===== src/rtl/bnn_accum_threshold.sv =====
// Accumulates CHUNKS popcount beats per neuron, thresholds each sum into one activation bit
// and packs NEURONS bits into a valid/ready word. Optional BN_SIGN_FLIP_EN adds iFLIP.
module bnn_accum_threshold #(
   parameter  int POP_W   = 11,
   parameter  int CHUNKS  = 4,
   parameter  int NEURONS = 16,
   parameter  int ACC_W   = 13,
   localparam int CW      = (CHUNKS  > 1) ? $clog2(CHUNKS)  : 1,
   localparam int NW      = (NEURONS > 1) ? $clog2(NEURONS) : 1
) (
   input  logic               iCLK,
   input  logic               iRST,
   input  logic               iVALID,
   input  logic [POP_W-1:0]   iPOP,
   input  logic [ACC_W-1:0]   iTHRESH,
`ifdef BN_SIGN_FLIP_EN
   input  logic               iFLIP,
`endif
   input  logic               iREADY,
   output logic [NEURONS-1:0] oACT,
   output logic               oVALID,
   output logic [NW-1:0]      oNEURON,
   output logic [CW-1:0]      oCHUNK,
   output logic               oOVF
);

   typedef enum logic {S_ACC, S_HOLD} state_e;

   state_e             state_q, state_d;
   logic [ACC_W-1:0]   acc_q, acc_d;
   logic [CW-1:0]      chunk_q, chunk_d;
   logic [NW-1:0]      neuron_q, neuron_d;
   logic [NEURONS-1:0] shift_q, shift_d;
   logic [NEURONS-1:0] act_q, act_d;
   logic               ovf_q, ovf_d;

   logic [ACC_W-1:0]   sum;
   logic               act;
   logic               last_chunk, last_neuron, word_done, load;
   logic [NEURONS-1:0] word;

   assign sum         = acc_q + ACC_W'(iPOP);
   assign last_chunk  = (chunk_q == CW'(CHUNKS-1));
   assign last_neuron = (neuron_q == NW'(NEURONS-1));
   assign word_done   = iVALID && last_chunk && last_neuron;
   // A finished word is taken unless the previous one is still pending and not accepted now.
   assign load        = word_done && ((state_q == S_ACC) || iREADY);

`ifdef BN_SIGN_FLIP_EN
   assign act = iFLIP ? (sum <= iTHRESH) : (sum >= iTHRESH);
`else
   assign act = (sum >= iTHRESH);
`endif

   always_comb begin
      word              = shift_q;
      word[NEURONS-1]   = act;
   end

   // state register and datapath registers
   always_ff @(posedge iCLK or posedge iRST) begin
      if (iRST) begin
         state_q  <= S_ACC;
         acc_q    <= '0;
         chunk_q  <= '0;
         neuron_q <= '0;
         shift_q  <= '0;
         act_q    <= '0;
         ovf_q    <= 1'b0;
      end else begin
         state_q  <= state_d;
         acc_q    <= acc_d;
         chunk_q  <= chunk_d;
         neuron_q <= neuron_d;
         shift_q  <= shift_d;
         act_q    <= act_d;
         ovf_q    <= ovf_d;
      end
   end

   // next-state and datapath update
   always_comb begin
      state_d  = state_q;
      acc_d    = acc_q;
      chunk_d  = chunk_q;
      neuron_d = neuron_q;
      shift_d  = shift_q;
      act_d    = act_q;
      ovf_d    = ovf_q;

      case (state_q)
         S_ACC:   if (word_done)   state_d = S_HOLD;
         S_HOLD:  if (!word_done && iREADY) state_d = S_ACC;
         default: state_d = S_ACC;
      endcase

      if (iVALID) begin
         if (last_chunk) begin
            acc_d   = '0;
            chunk_d = '0;
            if (last_neuron) begin
               shift_d  = '0;
               neuron_d = '0;
            end else begin
               shift_d[neuron_q] = act;
               neuron_d          = neuron_q + NW'(1);
            end
         end else begin
            acc_d   = sum;
            chunk_d = chunk_q + CW'(1);
         end
      end

      if (load) act_d = word;
      if (word_done && (state_q == S_HOLD) && !iREADY) ovf_d = 1'b1;
   end

   // outputs
   always_comb begin
      oVALID  = (state_q == S_HOLD);
      oACT    = act_q;
      oNEURON = neuron_q;
      oCHUNK  = chunk_q;
      oOVF    = ovf_q;
   end

endmodule


===== config.mk =====
export PLATFORM = sky130hd
export DESIGN_NAME = bnn_accum_threshold
export DESIGN_NICKNAME = d
export VERILOG_FILES = /design/src/rtl/bnn_accum_threshold.sv
export SDC_FILE = /design/constraint.sdc
export NUM_CORES = 1
export LEC_CHECK = 0
export ABC_AREA = 0
export CORE_UTILIZATION = 40
export CTS_CLUSTER_DIAMETER = 30
export DETAILED_ROUTE_END_ITERATION = 8
export GPL_TIMING_DRIVEN = 0
export PLACE_DENSITY = 0.75
export RECOVER_POWER = 100
export SYNTH_ARGS = -nofsm -noshare
export SYNTH_HDL_FRONTEND = slang
export SYNTH_SLANG_ARGS = --single-unit

===== constraint.sdc =====
create_clock -name iCLK -period 2.89 [get_ports iCLK]
set_input_delay 0.578 -clock iCLK [delete_from_list [all_inputs] [get_ports iCLK]]
set_output_delay 0.578 -clock iCLK [all_outputs]
set_load 0.005 [all_outputs]

; Word-level counts from Yosys, hierarchy flattened
; Index checks and enable logic that the tools add are counted.
[word_totals]
register_bits = 53
[op_classes]
n_addsub = 3
order_cmp = 3
eq_ne = 2
n_mux = 10
bitwise = 1
reduce_logical = 11
[op_table]
columns = cell, count
row1 = 16-bit bitwise mux, 1
row2 = 16-bit two-way mux, 1
row3 = 13-bit by 11-bit adder with 13-bit output, 1
row4 = 13-bit >= comparator, 1
row5 = 13-bit two-way mux, 1
row6 = 1-bit logical AND, 7
row7 = 4-bit by 5-bit < comparator with 1-bit output (second input constant), 1
row8 = 4-bit by 1-bit adder with 4-bit output (second input constant), 1
row9 = 1-bit demux with 4-bit select, 1
row10 = 4-bit == test (second input constant), 1
row11 = 4-bit by 1-bit >= comparator with 1-bit output (second input constant), 1
row12 = 4-bit two-way mux, 1
row13 = 1-bit two-way mux, 3
row14 = 2-bit by 1-bit adder with 2-bit output (second input constant), 1
row15 = 2-bit == test (second input constant), 1
row16 = 1-bit logical NOT, 2
row17 = 2-bit two-way mux, 1
row18 = 1-bit one-hot mux with 2 select lines, 1
row19 = 2-bit AND reduction, 1
row20 = 1-bit logical OR, 1
row21 = 1-bit NOT, 1

; Depth between registers and ports, before layout
; Gate-level depths: netlist of run 1.
[depth]
word_depth = 7
depth_mapped = 15
mapped_depth_nobuf = 14

; Least setup slack after synthesis of run 1
; OpenSTA, ideal clock, no wires.
[synth_path]
path_kind = input -> register
startpoint = input iPOP[0]
endpoint = register shift_q[1]
setup_ps = 127
arrival_ps = 3148
required_time_ps = 2763
setup_slack_ps = -385
path_stages = 15
cell_sequence = ha_1 inv_1 fa_1 inv_1 a21o_1 a211o_1 o31a_1 xor2_1 ha_1 nand4_1 nor3_1 o221a_2 nor3_2 buf_2 a21oi_1
[synth_via]
elab_chain_cells = 4
[synth_rtl]
columns = item, line_no
row1 = from (decl), 14  ; input logic [POP_W-1:0] iPOP,
row2 = 13-bit by 11-bit adder with 13-bit output, 42  ; assign sum = acc_q + ACC_W'(iPOP);
row3 = 13-bit >= comparator, 52  ; assign act = (sum >= iTHRESH);
row4 = 16-bit bitwise mux, 105  ; shift_d[neuron_q] = act;
row5 = 16-bit two-way mux, 101  ; if (last_neuron) begin
row6 = to (signal assigned), 75  ; shift_q <= shift_d;
row7 = to (decl), 33  ; logic [NEURONS-1:0] shift_q, shift_d;
; No other way between the ends.
; A chain may end at the register's enable or synchronous reset.

; Worst setup path after layout of run 1
[layout_path]
startpoint = register acc_q[0]
endpoint = register shift_q[7]
[layout_via]
elab_chain_cells = 4
[layout_rtl]
columns = item, line_no
row1 = from (decl), 30  ; logic [ACC_W-1:0] acc_q, acc_d;
row2 = from (signal assigned), 64  ; acc_q <= '0;
row3 = from (signal assigned), 72  ; acc_q <= acc_d;
row4 = 13-bit by 11-bit adder with 13-bit output, 42
row5 = 13-bit >= comparator, 52
row6 = 16-bit bitwise mux, 105
row7 = 16-bit two-way mux, 101
; No other way between the ends.

==> metrics.cfg, run 1 <==
[worst_hold_path]
hp-class = flip-flop to flip-flop
holdPathStages = 2
hp-start = oACT[3]$_DFFE_PP0P_
whs_endpoint = oACT[3]$_DFFE_PP0P_

[status]
status = finished, violations left
violations = setup timing

[finish]
fill_cells = 628
post-route-util_pct = 56.34
design_area_um2 = 4130
multi_input_area_um2 = 1849
stdcell_count = 483
diodes = 0
area_delta_synth_final_pct = 34.57
fin_nets = 441
seq_area_um2 = 1301
drive_above_1_share_pct = 19.27

[setup_path]
cp-start-kind = flip-flop
cp_slowest_cell = dfrtp_1
reg2regPathDepth = 17
critical_path_class = flip-flop to flip-flop
slowest_delay_ns = 0.43
r2r-start = acc_q[0]$_DFFE_PP0P_
arrival_ns = 3.46
reg2reg_slack_ns = -0.33
cp_cell_sequence = ha_4 > inv_2 > fa_2 > inv_1 > a21o_1 > a211o_4 > buf_12 > a31oi_1 > xnor2_1 > ha_1 > nand4_1 > nor3_2 > o221a_2 > nor3_4 > buf_6 > buf_4 > o31ai_4
cp_max_fo = 6
r2r_end = shift_q[7]$_DFFE_PP0P_
critPathCaptureType = flip-flop
cp.required_ns = 3.12

[route]
firstDrtPassIters = 4
vias = 2534
wl_mm = 7.178
via_per_inst = 5.246
drc_errors = 0
drtIter0Drc = 113
drtAntennaViolNets = 0
avgRoutedWirePerCell_um = 14.86

[yosys]
synth-compound-area-share_pct = 18.34
synth.most_common_cell = dfrtp_1
ys_ff_latch = 52
synthAdderAreaFrac_pct = 12.47
synthSimpleGateAreaFrac_pct = 11.90
yosysTopAreaCell = dfrtp_1
synth_top_family_by_area = compound AO/OA/AOI/OAI gates
yosysTopAreaCellShare_pct = 42.40
synth_edf_count = 0
ys_seq_area_share_pct = 42.40
syn_inst = 314
syn_avg_cell_area_um2 = 9.775
synth_area_um2 = 3069
syn-num-nets = 372
synth_commonest_cells = 52 x dfrtp_1, 29 x ha_1, 27 x inv_1
async_flop_share_pct = 100.0
synthFlopType = dfrtp_1
ys_top_cells_by_area = dfrtp_1 42%, ha_1 12%, a21oi_1 3.8%
yosysUniqueCellTypes = 51
synth-xor-area-share_pct = 2.854
synthMuxAreaShare_pct = 7.379
yosys_warnings = 0

[place]
place_congestion = 0.8921
dp_slack_ns = -1.223
place_hpwl_mm = 5.171
placedCellCount = 465
io_buffers = 51
place_area_um2 = 3755

[timing]
final-setup-viol-count = 16
tightest_slew_ns = 1.018
hold_viol_final = 0
fmax_ghz = 0.3103
relSlewSlack_pct = 32.13
timing.hold.ws_ns = 0.4818
maxSlewViolCount = 0
grt_setup_unrepaired = yes
fin_crit_ns = 3.223
setup_tns_ns = -4.704
period_share_pct = 111.5
fin_ws_ns = -0.3331
clock_skew_ns = 0.01440

[job]
maxCapViolCount = 0

[floorplanning]
ios = 52
rows = 31
die_w_um = 89.60
die_area_um2 = 8027
die_h_um = 89.60
coreArea_um2 = 7331
initial_core_util_pct = 41.87

[global_route]
grt_usage_pct = 18.38
grt_pass1_vias = 2438
grt_pass1_wl_mm = 11.23
grt_antenna_before_repair = 0
grt_overflow = 0
grt_max_degree = 43

[clocking]
clockBufferDepth = 2
clock-sinks = 52
htree_levels = 2
root_buffer = clkbuf_8
cts_made_buffers = 5
cts_tree = done
cts.clk_slew.worst_paths_ns = 0.10
clock_latency_ns = 0.31

[power_and_ir_drop]
power.density_nw_per_um2 = 948.8
vdd_drop_max_v = 0.0003669
total_power_mw = 3.919
p_leak_nw = 1.983

[critical path, delay by kind of cell, from the launching register on]
| family | cells | cell delay [ns] |
|---|---|---|
| and+or+nand+nor | 3 | 0.31 |
| buffers and inverters | 5 | 0.50 |
| xor gates and xnor gates | 1 | 0.11 |
| adders and majority gates | 3 | 0.66 |
| DFF | 1 | 0.43 |
| AOI/OAI and AO/OA | 5 | 1.13 |
[how the worst max path moves through the flow]
stage                         endpoint  slack [ns]            startpoint  cells after the start
2_1_floorplan   shift_q[1]$_DFFE_PP0P_       -0.25               iPOP[0]                     15
3_3_place_gp   shift_q[12]$_DFFE_PP0P_       -1.14               iPOP[0]                     16
3_5_place_dp   shift_q[12]$_DFFE_PP0P_       -1.22               iPOP[0]                     16
4_1_cts         shift_q[1]$_DFFE_PP0P_       -0.58               iPOP[1]                     16
5_1_grt         shift_q[7]$_DFFE_PP0P_       -0.47  acc_q[0]$_DFFE_PP0P_                     17
6_report        shift_q[7]$_DFFE_PP0P_       -0.33  acc_q[0]$_DFFE_PP0P_                     17
[cell families (layout without fill, tap and decap cells)]
family | count (synthesis) | count (layout)
muxes | 20 | 20
and+or+nand+nor | 79 | 79
DFF | 52 | 52
adders and majority gates | 30 | 30
AOI/OAI and AO/OA | 86 | 86
xor gates and xnor gates | 10 | 10
buffers and inverters | 37 | 107
[flip-flops by register name (all words and copies together) (netlist names)]
signal	flops
oCHUNK	2
oVALID	1
oOVF	1
shift_q	15
acc_q	13
oACT	16
oNEURON	4
[cell usage in the layout (no fill, tap or decap), types with 6 or more instances in the layout]
master | netlist | layout
mux2_2 | 10 | 10
buf_4 | 0 | 8
nand3_1 | 6 | 6
clkbuf_1 | 7 | 6
inv_1 | 27 | 25
mux2_1 | 7 | 7
ha_1 | 29 | 18
a21oi_1 | 23 | 12
ha_4 | 0 | 8
nor2_1 | 24 | 23
nand2_1 | 24 | 25
clkdlybuf4s50_1 | 0 | 19
dlygate4sd3_1 | 0 | 26
o21ai_0 | 22 | 19
dfrtp_1 | 52 | 52
a21oi_2 | 1 | 11
[power by group]
| group | leakage (nW) | total [mW] | switching, mW | internal [mW] |
|---|---|---|---|---|
| sequential | 0.684 | 1.11 | 0.169 | 0.937 |
| clock | 0.0445 | 0.423 | 0.251 | 0.172 |
| combinational | 1.25 | 2.39 | 1.22 | 1.17 |
| total | 1.98 | 3.92 | 1.64 | 2.28 |
[per-layer routing]
metal	GRT usage (%)	part of all wire (%)	vias up	routed length (um)
li1	-	-	1253	-
met1	25.67	47	1234	3379
met2	29.55	49	41	3497
met3	3.291	3.2	6	229
met4	4.762	1.0	0	72
met5	0	0	-	0
[cell type report]
cell class | count | share of cell area, %
repair buffers | 64 | 15.15
clock inverters | 3 | 0.5150
inverters | 27 | 2.454
multi-input cells | 225 | 44.77
flip-flops and latches | 52 | 31.51
plain buffers | 8 | 0.9391
clock buffers | 5 | 1.666
well taps | 99 | 2.999
[what timing repair did]
item | in CTS | in global routing
resized for setup | 15 | 37
setup endpoints to repair | 16 | 16
hold buffers | 0 | 0
setup buffers | 5 | 7
gates cloned | 1 | 0
pin swaps | 4 | 10
(Power assumes the default switching activity.)
==> run 2: changes to the inputs <==
--- a/config.mk
+++ b/config.mk
@@ -5,7 +5,7 @@
 export SDC_FILE = /design/constraint.sdc
 export NUM_CORES = 1
 export LEC_CHECK = 0
-export ABC_AREA = 0
+export ABC_AREA = 1
 export CORE_UTILIZATION = 40
 export CTS_CLUSTER_DIAMETER = 30
 export DETAILED_ROUTE_END_ITERATION = 8
==> metrics.cfg, run 2 <==
[global_route]
grt_pass1_vias = 3021  ; +24%
grt_overflow = 0  ; unchanged
grt_antenna_before_repair = 0  ; unchanged
grt_usage_pct = 19.16  ; +0.79 points
grt_max_degree = 35  ; -19%
grt_pass1_wl_mm = 13.43  ; +20%

[floorplanning]
coreArea_um2 = 8175  ; +12%
rows = 33  ; +6.5%
ios = 52  ; unchanged
die_area_um2 = 8779  ; +9.4%
die_w_um = 93.70  ; +4.6%
initial_core_util_pct = 41.14  ; -0.73 points
die_h_um = 93.70  ; +4.6%

[yosys]
synth_area_um2 = 3363  ; +9.6%
synth_commonest_cells = 161 x nand2_1, 78 x inv_1, 53 x nor2_1
syn_avg_cell_area_um2 = 7.141  ; -27%
yosysUniqueCellTypes = 30  ; -41%
synthFlopType = dfrtp_1
async_flop_share_pct = 100.0  ; unchanged
syn_inst = 471  ; +50%
ys_ff_latch = 52  ; unchanged
ys_top_cells_by_area = dfrtp_1 39%, nand2_1 18%, ha_1 11%
syn-num-nets = 529  ; +42%
ys_seq_area_share_pct = 38.69  ; -3.7 points
yosysTopAreaCellShare_pct = 38.69  ; -3.7 points
synth_edf_count = 0  ; unchanged
synth.most_common_cell = nand2_1
yosys_warnings = 0  ; unchanged
yosysTopAreaCell = dfrtp_1

[finish]
design_area_um2 = 4581  ; +11%
diodes = 0  ; unchanged
final_common_cell = nand2_1
fin_nets = 603  ; +37%
area_delta_synth_final_pct = 36.20
largest_reg_flops = 16  ; unchanged
drive_above_1_share_pct = 17.77  ; -1.5 points
final_cell_mix = 146 x nand2_1, 77 x inv_1, 52 x nor2_1, 52 x dfrtp_1, 26 x dlygate4sd3_1

[power_and_ir_drop]
p_leak_nw = 2.541  ; +28%
vdd_drop_max_v = 0.0003222  ; -12%
power.density_nw_per_um2 = 904.8  ; -4.6%
total_power_mw = 4.144  ; +5.8%

[timing]
timing.hold.ws_ns = 0.4785  ; -0.003293 ns
period_share_pct = 94.03  ; -17 points
final-setup-viol-count = 0  ; -16
clock_skew_ns = 0.01468  ; +0.0002832 ns
maxSlewViolCount = 0  ; unchanged
fmax_ghz = 0.3680  ; +19%
relSlewSlack_pct = 43.43  ; +11 points
tightest_slew_ns = 0.8485  ; -0.1695 ns
setup_tns_ns = 0  ; +4.704 ns
hold_viol_final = 0  ; unchanged
fin_crit_ns = 2.717  ; -0.5057 ns

[clocking]
root_buffer = clkbuf_8
htree_levels = 2  ; unchanged
cts_tree = done
cts_made_buffers = 5  ; unchanged
clockBufferDepth = 2  ; unchanged
clock-sinks = 52  ; unchanged
cts.clk_slew.worst_paths_ns = 0.10  ; about the same
holdBufCountCts = 0  ; unchanged
clock_latency_ns = 0.32  ; about the same

[route]
via_per_inst = 4.819  ; -8.2%
vias = 3137  ; +24%
drtIter0Drc = 192  ; +70%
firstDrtPassIters = 4  ; unchanged
wl_mm = 8.322  ; +16%
avgRoutedWirePerCell_um = 12.78  ; -14%
drtAntennaViolNets = 0  ; unchanged
drc_errors = 0  ; unchanged

[worst_hold_path]
hp-class = flip-flop to flip-flop

[setup_path]
reg2regPathDepth = 18  ; +1
cp_common_cell = nand2_2
reg2reg_slack_ns = 0.20  ; +0.53 ns
endpoint = shift_q[11]$_DFFE_PP0P_
cp_max_fo = 4  ; -2
cp.required_ns = 3.15  ; +0.03 ns
arrival_ns = 2.98  ; -0.48 ns
startpoint = iPOP[1]
r2r-start = acc_q[0]$_DFFE_PP0P_
cp_cell_sequence = dlygate4sd2_1 > inv_1 > fa_2 > inv_2 > nand3_2 > nand2_4 > nand3_2 > nand3_1 > nand2_1 > and2_4 > ha_4 > nand2_2 > nor3_2 > nand2_2 > buf_4 > nand2_2 > nand3_1 > nand2_1
critPathCaptureType = flip-flop
cp-start-kind = input pin
r2r_end = shift_q[11]$_DFFE_PP0P_
cp_slowest_cell = fa_2
critical_path_class = input pin to flip-flop
slowest_delay_ns = 0.40  ; -0.03 ns

[place]
place_hpwl_mm = 5.756  ; +11%
place_congestion = 0.8624  ; -3.3%
place_area_um2 = 4033  ; +7.4%
io_buffers = 51  ; unchanged

[job]
maxCapViolCount = 0  ; unchanged

[status]
status = finished, final reports clean

[run 2: area by class of cell]
cell class | count | area [um^2]
fillers | 753 | 3595
multi-input cells | 332 | 2049
flip-flops and latches | 52 | 1301
repair buffers | 67 | 648.1
inverters | 80 | 301.5
well taps | 105 | 131.4
clock buffers | 5 | 68.82
plain buffers | 7 | 57.56
clock inverters | 3 | 22.52
[run 2: power by group]
group,switching [mW],leakage (nW),internal [mW],total (mW)
Combinational,1.39,1.81,1.20,2.59
Sequential,0.183,0.688,0.929,1.11
Clock,0.265,0.0485,0.174,0.439
[run 2: stage by stage]
stage | utilization, % | worst slack, ns | instances
global placement | 49.08 | -0.7423 | 627
floorplan | - | 0.03978 | 471
CTS | 53.90 | 0.007208 | 644
detailed placement | 49.33 | -0.8065 | 628
global route | 56.03 | -0.01128 | 651
finish | 56.03 | 0.1726 | 651
[run 2: critical path, delay by kind of cell]
family	cells	cell delay, ns
simple gates	12	1.18
fa+ha+maj	2	0.68
buf+inv	4	0.52
[run 2: worst min-delay path by stage]
stage,startpoint,to,slack [ns],cells after the start
after floorplan,shift_q[11]$_DFFE_PP0P_,oACT[11]$_DFFE_PP0P_,0.44,2
after global placement,oOVF$_DFFE_PP0P_,oOVF$_DFFE_PP0P_,0.46,1
after detailed placement,oOVF$_DFFE_PP0P_,oOVF$_DFFE_PP0P_,0.46,1
after CTS,oOVF$_DFFE_PP0P_,oOVF$_DFFE_PP0P_,0.49,1
after global routing,oOVF$_DFFE_PP0P_,oOVF$_DFFE_PP0P_,0.50,1
final,oACT[5]$_DFFE_PP0P_,oACT[5]$_DFFE_PP0P_,0.48,2
[run 2: logic make-up (layout without fill, tap and decap cells)]
logic type,after synthesis,count (layout),synth area share (%)
AO/OA/AOI/OAI,23,23,3.758
buffers and inverters,87,162,10.53
AND/OR/NAND/NOR,273,273,34.08
XOR/XNOR,6,6,1.563
flip-flops,52,52,38.69
adder cells (fa/ha/maj),30,30,11.38
[run 2: timing repair]
action / CTS / global route
buffers inserted: 7 / 7
gates cloned: 1 / 0
gates resized for setup: 42 / 49
endpoints found under the setup margin: 16 / 16
pin swaps: 14 / 32
[run 2: metal layers]
metal | vias up | global-route usage (%) | part of all wire (%)
li1 | 1598 | - | -
met1 | 1453 | 24.67 | 45
met2 | 69 | 32.73 | 48
met3 | 17 | 3.074 | 4.3
met4 | 0 | 6.154 | 2.2
met5 | - | 0 | 0
